--- src/rtl/fdiv_seq.sv ---
// fdiv_seq: sequential IEEE-754 single-precision divider, y = x1 / x2.
// The mantissa quotient comes from a restoring radix-2 divider that retires
// BITS_PER_CYCLE (1 or 2) bits per clock over N = 26 / BITS_PER_CYCLE cycles.
// Special operands skip the divide loop and finish one cycle after start.
// Denormal inputs are read as zero and denormal results are flushed to zero.
//
// Ports:
//   clk      rising-edge clock
//   rstn     asynchronous active-low reset
//   en       start request, sampled only in IDLE
//   x1, x2   dividend / divisor, IEEE single
//   flagin   writeback tag flag, captured with the operands
//   addin    writeback tag address, captured with the operands
//   y        quotient, updated with done, held until the next done
//   flagout  captured tag flag, updated with y
//   addout   captured tag address, updated with y
//   busy     high while in DIV or FIN
//   done     one-cycle result-valid pulse
//   exc      {invalid, divzero, overflow, underflow}, present only when
//            the macro FDIV_EXC_EN is defined
//
// state | meaning
// IDLE  | waiting for en; operands and tags are latched on start
// DIV   | restoring divide loop, counter counts N cycles down
// FIN   | round/pack the result, register outputs, pulse done
module fdiv_seq #(
  parameter int BITS_PER_CYCLE = 1
) (
  input  logic        clk,
  input  logic        rstn,
  input  logic        en,
  input  logic [31:0] x1,
  input  logic [31:0] x2,
  input  logic        flagin,
  input  logic [4:0]  addin,
  output logic [31:0] y,
  output logic        flagout,
  output logic [4:0]  addout,
  output logic        busy,
  output logic        done
`ifdef FDIV_EXC_EN
  ,output logic [3:0] exc
`endif
);

  localparam int N = 26 / BITS_PER_CYCLE;
  localparam logic [4:0] N_CNT = 5'(N);

  typedef enum logic [1:0] {S_IDLE, S_DIV, S_FIN} state_t;

  state_t             state;
  logic [4:0]         cnt;
  logic               sign_r;
  logic signed [9:0]  exp_r;
  logic [23:0]        m2_r;
  logic [25:0]        rem_r;
  logic [25:0]        q_r;
  logic               spec_r;
  logic [31:0]        spec_y_r;
  logic               flag_r;
  logic [4:0]         add_r;

  // operand classification
  logic        sign_in;
  logic        nan1, nan2, inf1, inf2, zero1, zero2;
  logic        spec_in;
  logic [31:0] spec_y_in;
  logic [3:0]  spec_exc_in;
  logic signed [9:0] exp_in;

  assign sign_in = x1[31] ^ x2[31];
  assign nan1  = (&x1[30:23]) & (|x1[22:0]);
  assign nan2  = (&x2[30:23]) & (|x2[22:0]);
  assign inf1  = (&x1[30:23]) & ~(|x1[22:0]);
  assign inf2  = (&x2[30:23]) & ~(|x2[22:0]);
  assign zero1 = (x1[30:23] == 8'd0);
  assign zero2 = (x2[30:23] == 8'd0);
  assign exp_in = $signed({2'b00, x1[30:23]} - {2'b00, x2[30:23]} + 10'd127);

  always_comb begin
    spec_in     = 1'b1;
    spec_y_in   = 32'd0;
    spec_exc_in = 4'b0000;
    if (nan1 | nan2 | (zero1 & zero2) | (inf1 & inf2)) begin
      spec_y_in   = 32'h7FC0_0000;
      spec_exc_in = 4'b1000;
    end else if (inf1) begin
      spec_y_in = {sign_in, 8'hFF, 23'd0};
    end else if (inf2) begin
      spec_y_in = {sign_in, 31'd0};
    end else if (zero2) begin
      spec_y_in   = {sign_in, 8'hFF, 23'd0};
      spec_exc_in = 4'b0100;
    end else if (zero1) begin
      spec_y_in = {sign_in, 31'd0};
    end else begin
      spec_in = 1'b0;
    end
  end

  // One DIV cycle: BITS_PER_CYCLE restoring steps. The remainder is kept
  // pre-shifted for the next step; that never changes whether it is zero.
  logic [25:0] rem_n;
  logic [25:0] q_n;

  always_comb begin
    rem_n = rem_r;
    q_n   = q_r;
    for (int i = 0; i < BITS_PER_CYCLE; i++) begin
      if (rem_n >= {2'b00, m2_r}) begin
        rem_n = rem_n - {2'b00, m2_r};
        q_n   = {q_n[24:0], 1'b1};
      end else begin
        q_n   = {q_n[24:0], 1'b0};
      end
      rem_n = rem_n << 1;
    end
  end

  // Normalize, round to nearest even, range check.
  logic [23:0]       mant;
  logic              guard, sticky, inc;
  logic signed [9:0] exp_n, exp_f;
  logic [24:0]       mant_sum;
  logic [22:0]       frac_f;
  logic [31:0]       norm_y;
  logic              ovf, unf;

  always_comb begin
    if (q_r[25]) begin
      mant   = q_r[25:2];
      guard  = q_r[1];
      sticky = q_r[0] | (rem_r != 26'd0);
      exp_n  = exp_r;
    end else begin
      mant   = q_r[24:1];
      guard  = q_r[0];
      sticky = (rem_r != 26'd0);
      exp_n  = exp_r - 10'sd1;
    end
    inc      = guard & (sticky | mant[0]);
    mant_sum = {1'b0, mant} + {24'd0, inc};
    if (mant_sum[24]) begin
      frac_f = 23'd0;
      exp_f  = exp_n + 10'sd1;
    end else begin
      frac_f = mant_sum[22:0];
      exp_f  = exp_n;
    end
    ovf = 1'b0;
    unf = 1'b0;
    if (exp_f >= 10'sd255) begin
      norm_y = {sign_r, 8'hFF, 23'd0};
      ovf    = 1'b1;
    end else if (exp_f <= 10'sd0) begin
      norm_y = {sign_r, 31'd0};
      unf    = 1'b1;
    end else begin
      norm_y = {sign_r, exp_f[7:0], frac_f};
    end
  end

`ifdef FDIV_EXC_EN
  logic [3:0] spec_exc_r;
`endif

  always_ff @(posedge clk or negedge rstn) begin
    if (!rstn) begin
      state    <= S_IDLE;
      cnt      <= 5'd0;
      sign_r   <= 1'b0;
      exp_r    <= 10'sd0;
      m2_r     <= 24'd0;
      rem_r    <= 26'd0;
      q_r      <= 26'd0;
      spec_r   <= 1'b0;
      spec_y_r <= 32'd0;
      flag_r   <= 1'b0;
      add_r    <= 5'd0;
      y        <= 32'd0;
      flagout  <= 1'b0;
      addout   <= 5'd0;
      busy     <= 1'b0;
      done     <= 1'b0;
`ifdef FDIV_EXC_EN
      spec_exc_r <= 4'd0;
      exc        <= 4'd0;
`endif
    end else begin
      done <= 1'b0;
      case (state)
        S_IDLE: begin
          if (en) begin
            sign_r   <= sign_in;
            exp_r    <= exp_in;
            rem_r    <= {3'b001, x1[22:0]};
            m2_r     <= {1'b1, x2[22:0]};
            q_r      <= 26'd0;
            cnt      <= N_CNT;
            spec_r   <= spec_in;
            spec_y_r <= spec_y_in;
            flag_r   <= flagin;
            add_r    <= addin;
            busy     <= 1'b1;
            state    <= spec_in ? S_FIN : S_DIV;
`ifdef FDIV_EXC_EN
            spec_exc_r <= spec_exc_in;
`endif
          end
        end
        S_DIV: begin
          rem_r <= rem_n;
          q_r   <= q_n;
          cnt   <= cnt - 5'd1;
          if (cnt == 5'd1) state <= S_FIN;
        end
        S_FIN: begin
          y       <= spec_r ? spec_y_r : norm_y;
          flagout <= flag_r;
          addout  <= add_r;
          done    <= 1'b1;
          busy    <= 1'b0;
          state   <= S_IDLE;
`ifdef FDIV_EXC_EN
          exc <= spec_r ? spec_exc_r : {2'b00, ovf, unf};
`endif
        end
        default: state <= S_IDLE;
      endcase
    end
  end

`ifndef FDIV_EXC_EN
  // The exception bits only drive the optional exc port.
  logic unused_exc;
  assign unused_exc = ^{spec_exc_in, ovf, unf};
`endif

endmodule

--- config.mk ---
export PLATFORM = sky130hd
export DESIGN_NAME = fdiv_seq
export DESIGN_NICKNAME = d
export VERILOG_FILES = /design/src/rtl/fdiv_seq.sv
export SDC_FILE = /design/constraint.sdc
export NUM_CORES = 1
export LEC_CHECK = 0
export BUFFER_PORTS_ARGS = -buffer_cell sky130_fd_sc_hd__buf_2
export CORE_MARGIN = 4
export CORE_UTILIZATION = 30
export CTS_BUF_LIST = sky130_fd_sc_hd__clkbuf_8 sky130_fd_sc_hd__clkbuf_16
export DETAILED_ROUTE_END_ITERATION = 7
export GPL_ROUTABILITY_DRIVEN = 0
export PLACE_DENSITY_LB_ADDON = 0.08
export SLEW_MARGIN = 25
export SYNTH_ARGS = -nofsm -noshare
export SYNTH_HDL_FRONTEND = slang
export SYNTH_SLANG_ARGS = --single-unit
export TNS_END_PERCENT = 1
--- constraint.sdc ---
create_clock -name clk -period 4.24 [get_ports clk]
set_input_delay 0.636 -clock clk [delete_from_list [all_inputs] [get_ports clk]]
set_output_delay 0.636 -clock clk [all_outputs]
set_load 0.02 [all_outputs]
==> metrics.log <==
INFO  metric vias = 8997
INFO  metric synth_simple_gate_area_share = 23.8%
INFO  metric clock_path_buffers = 2
INFO  metric reg2reg_slack = 0.40 ns
INFO  metric synthFlopType = sky130_fd_sc_hd__dfrtp_1
INFO  metric final_critical_path_setup_slack = 0.399 ns
INFO  metric preCtsSetupSlack = 0.379 ns
INFO  metric start_util = 30.7%
INFO  metric cts_buffers = 17
INFO  metric synth.distinct_cells = 73
INFO  metric tritoncts = done
INFO  metric clockRootBuffer = sky130_fd_sc_hd__clkbuf_16
INFO  metric dp_hpwl = 22600 um
INFO  metric clkSlewWorstSetupHoldPaths = 0.06 ns
INFO  metric ys_async_sr_fraction = 100%
INFO  metric synth_top_area_share = 35.8%
INFO  metric crit-reg2reg-capture = y[0]
INFO  metric num-fill-cells = 3570
INFO  metric total_leakage_power = 5.27 nW
INFO  metric fmaxAchievable = 260 MHz
INFO  metric design_power_total = 0.00914 W
INFO  metric use_met1 = 24.0%
INFO  metric synthToLayoutAreaGrowth = 16.8%
INFO  metric yosys.area.top_type = sky130_fd_sc_hd__dfrtp_1
INFO  metric number_of_global_route_vias_before_repair = 8888
INFO  metric postSynthAreaPerCell = 8.25 um^2
INFO  metric cts_max_level = 4
INFO  metric placeableCoreArea = 32900 um^2
INFO  metric routed_wl = 30200 um
INFO  metric die_height = 191 um
INFO  metric setup_tns = 0 ns
INFO  metric biggest_fanout_along_the_worst_timing_path = 21
INFO  metric numClockSinks = 144
INFO  metric crit_share_post_route = 90.6%
INFO  metric ff2ff_path_depth = 13
INFO  metric postSynthNetCount = 1335
INFO  metric synth_xor_xnor_area_share = 6.59%
INFO  metric postCtsHoldBufs = 0
INFO  metric finalHoldViolCount = 0
INFO  metric final-setup-viol-count = 0
INFO  metric grt_antenna_before_repair = 0
INFO  metric rsz_0062_raised_after_global_routing = no
INFO  metric globalRouteMet3Util = 2.78%
INFO  metric grt_util_met2 = 26.6%
INFO  metric dieArea = 36600 um^2
INFO  metric worst_setup_path_startpoint = exp_r[0]
INFO  metric tightestPinTransition = 0.873 ns
INFO  metric slew_violations = 0
INFO  metric syn_area = 10100 um^2
INFO  metric drt-vias-per-instance = 5.11
INFO  metric setup.worst_path.end = y[0]
INFO  metric synth_compound_gate_area_share = 19.8%
INFO  metric drive_above_1_share = 16.6%
INFO  metric worstSkewPairLatency = 0.44 ns
INFO  metric synth_top_family_by_area = simple AND/OR/NAND/NOR gates
INFO  metric critPathCaptureType = register
INFO  metric timing.critical_path.required = 4.56 ns
INFO  metric min-delay-path-class = in2async
INFO  metric gr-usage-all-layers = 16.8%
INFO  metric placed_area = 11200 um^2
INFO  metric dieWidth = 191 um
INFO  metric status = completed
INFO  metric dr.first_iter.drc_count = 425
INFO  metric detail-route-antenna-nets = 0
INFO  metric power_density = 777 nW/um^2
INFO  metric cp_data_arrival_time = 4.16 ns
INFO  metric placed_cells_incl_taps = 1730
INFO  metric port_buffers = 112
INFO  metric synthesis.yosys.warnings = 0
INFO  metric slew_headroom = 41.6%
INFO  metric synth-edff-count = 0
INFO  metric count_of_boundary_i_o_pins = 113
INFO  metric length_of_the_first_detailed_routing_pass_in_iterations = 5
INFO  metric drv.max_cap_violation_count = 0
INFO  metric worst_r2r_startpoint = exp_r[0]
INFO  metric peak_supply_drop = 0.380 mV
INFO  metric pin_count_of_the_biggest_net_entering_global_routing = 90
INFO  metric start_kind = register
INFO  metric worstSetupPathType = reg2reg
INFO  metric grt_most_used_layer = met2
INFO  metric grt_first_pass_wirelength = 49200 um
INFO  metric final_cells = 1762
INFO  metric postCtsSetupBuffers = 0
INFO  metric netlist_top_cells_area = sky130_fd_sc_hd__dfrtp_1 36%, sky130_fd_sc_hd__nand2_1 9.2%, sky130_fd_sc_hd__ha_1 4.7%, sky130_fd_sc_hd__o21ai_0 4.5%, sky130_fd_sc_hd__xnor2_1 3.9%
INFO  metric synth.area.mux_share = 3.71%
INFO  metric synthCells = 1222
INFO  metric globalRoute.totalOverflow = 0
INFO  metric multi_input_area = 5970 um^2
INFO  metric synth-seq-area-share = 35.8%
INFO  metric post_cts_resize_count = 0
INFO  metric postSynthRegisterBits = 144
INFO  metric worst_clock_skew = 0.0116 ns
INFO  metric synthAdderAreaFrac = 5.12%
INFO  metric layout.cell_area.non_filler = 11800 um^2
INFO  metric drc = 0
INFO  metric insertedDiodeCount = 0
INFO  metric period_minus_slack = 3.84 ns
INFO  metric register_area = 3600 um^2
INFO  metric wl_per_cell = 17.1 um
INFO  metric fp-row-count = 66
INFO  metric finalNetCount = 1420
==> cell usage in the layout (no fill, tap or decap), types with 4 or more instances in the layout <==
cell type / n
sky130_fd_sc_hd__nand2_1: 248
sky130_fd_sc_hd__dfrtp_1: 143
sky130_fd_sc_hd__buf_2: 111
sky130_fd_sc_hd__o21ai_0: 91
sky130_fd_sc_hd__nor2_1: 62
sky130_fd_sc_hd__a21oi_1: 59
sky130_fd_sc_hd__inv_1: 57
sky130_fd_sc_hd__xnor2_1: 45
sky130_fd_sc_hd__nand3_1: 40
sky130_fd_sc_hd__ha_1: 38
sky130_fd_sc_hd__mux2i_1: 34
sky130_fd_sc_hd__xor2_1: 29
sky130_fd_sc_hd__nand4_1: 25
sky130_fd_sc_hd__buf_4: 25
sky130_fd_sc_hd__nor3_1: 24
sky130_fd_sc_hd__and3_1: 22
sky130_fd_sc_hd__nor4_1: 22
sky130_fd_sc_hd__a21o_1: 17
sky130_fd_sc_hd__o41ai_2: 17
sky130_fd_sc_hd__clkbuf_16: 17
sky130_fd_sc_hd__o31ai_1: 12
sky130_fd_sc_hd__or3_1: 12
sky130_fd_sc_hd__a211oi_1: 11
sky130_fd_sc_hd__a31oi_1: 11
sky130_fd_sc_hd__nor2b_1: 8
sky130_fd_sc_hd__or4_1: 8
sky130_fd_sc_hd__nand2b_1: 7
sky130_fd_sc_hd__o21a_1: 7
sky130_fd_sc_hd__o211ai_1: 7
sky130_fd_sc_hd__or2_2: 6
sky130_fd_sc_hd__nor3b_1: 6
sky130_fd_sc_hd__a311oi_1: 5
sky130_fd_sc_hd__o41ai_1: 5
sky130_fd_sc_hd__o21bai_1: 5
sky130_fd_sc_hd__o31ai_2: 4
sky130_fd_sc_hd__buf_12: 4
==> cell type report <==
cell class / instances / area share (%)
Multi-Input combinational cell: 948 / 50.8
Sequential cell: 144 / 30.6
Timing Repair Buffer: 141 / 7.09
Tap cell: 442 / 4.70
Clock buffer: 17 / 3.62
Inverter: 55 / 1.75
Clock inverter: 15 / 1.45
==> report_power, final <==
group	leakage, nW	switching (W)	internal [W]
registers	1.81	0.000563	0.00191
clock network	0.292	0.000644	0.000923
logic	3.16	0.00300	0.00210
total	5.27	0.00421	0.00493
==> layer usage <==
| layer | vias to the layer above | part of all wire, % | wire length (um) |
|---|---|---|---|
| met4 | 0 | 1.3 | 392 |
| met1 | 4326 | 49 | 14900 |
| li1 | 4510 | - | - |
| met3 | 19 | 3.0 | 906 |
| met2 | 142 | 46 | 14000 |
| met5 | - | 0 | 0 |
==> logic make-up after synthesis <==
kind of cell / after synthesis
buf+inv: 130
flops: 144
xor+xnor: 75
simple gates: 511
mux: 37
compound gates: 285
fa+ha+maj: 40
==> cells in the mapped netlist, types with 7 or more instances <==
master / count
sky130_fd_sc_hd__buf_1: 9
sky130_fd_sc_hd__or3_1: 12
sky130_fd_sc_hd__mux2i_1: 34
sky130_fd_sc_hd__xor2_1: 29
sky130_fd_sc_hd__o41ai_2: 17
sky130_fd_sc_hd__nor2b_1: 10
sky130_fd_sc_hd__inv_1: 55
sky130_fd_sc_hd__a211oi_1: 11
sky130_fd_sc_hd__nor4_1: 22
sky130_fd_sc_hd__o21ai_0: 91
sky130_fd_sc_hd__nand3_1: 40
sky130_fd_sc_hd__clkbuf_1: 53
sky130_fd_sc_hd__dfrtp_1: 144
sky130_fd_sc_hd__nand2_1: 248
sky130_fd_sc_hd__o31ai_1: 12
sky130_fd_sc_hd__nand4_1: 25
sky130_fd_sc_hd__xnor2_1: 45
sky130_fd_sc_hd__o21a_1: 7
sky130_fd_sc_hd__nand2b_1: 9
sky130_fd_sc_hd__ha_1: 38
sky130_fd_sc_hd__nor3_1: 24
sky130_fd_sc_hd__or4_1: 8
sky130_fd_sc_hd__o211ai_1: 7
sky130_fd_sc_hd__nor2_1: 62
sky130_fd_sc_hd__a21o_1: 17
sky130_fd_sc_hd__a21oi_1: 60
sky130_fd_sc_hd__and3_1: 22
sky130_fd_sc_hd__buf_2: 9
sky130_fd_sc_hd__a31oi_1: 11
==> worst min path at each step <==
stage / endpoint / from / slack (ns) / cells after the start
after detailed placement: m2_r[23] / m2_r[23] / 0.45 / 2
after global routing: y[7] / rstn / 0.37 / 1
final: y[12] / rstn / 0.30 / 1
after global placement: m2_r[23] / m2_r[23] / 0.44 / 2
after floorplan: add_r[0] / rstn / 0.34 / 0
after CTS: q_r[11] / rstn / 0.32 / 1
==> flip-flops by register name, summed over array words and instances (netlist names) <==
register  count
y            32
q_r          26
rem_r        26
m2_r         24
exp_r        10
add_r         5
addout        5
cnt           5
spec_y_r      3
state         2
busy          1
done          1
flag_r        1
flagout       1
sign_r        1
spec_r        1
==> critical path: stages, from the launching register on <==
cell	delay, ns
sky130_fd_sc_hd__dfrtp_1	0.45
sky130_fd_sc_hd__inv_1	0.10
sky130_fd_sc_hd__ha_1	0.32
sky130_fd_sc_hd__mux2i_1	0.39
sky130_fd_sc_hd__ha_1	0.34
sky130_fd_sc_hd__o211ai_1	0.12
sky130_fd_sc_hd__a2111oi_0	0.49
sky130_fd_sc_hd__nand4_1	0.25
sky130_fd_sc_hd__nor2_1	0.17
sky130_fd_sc_hd__xnor2_1	0.11
sky130_fd_sc_hd__a31o_2	0.30
sky130_fd_sc_hd__and2_1	0.17
sky130_fd_sc_hd__buf_12	0.17
sky130_fd_sc_hd__o41ai_1	0.34
==> per-stage QoR <==
| stage | hold slack [ns] | util [%] |
|---|---|---|
| CTS | 0.322 | 35.8 |
| global placement | 0.441 | 34.0 |
| global route | 0.371 | 35.8 |
| finish | 0.301 | 35.8 |
| floorplan | 0.340 | - |
| detailed placement | 0.452 | 34.0 |
Power figures use the tool's default switching activity.
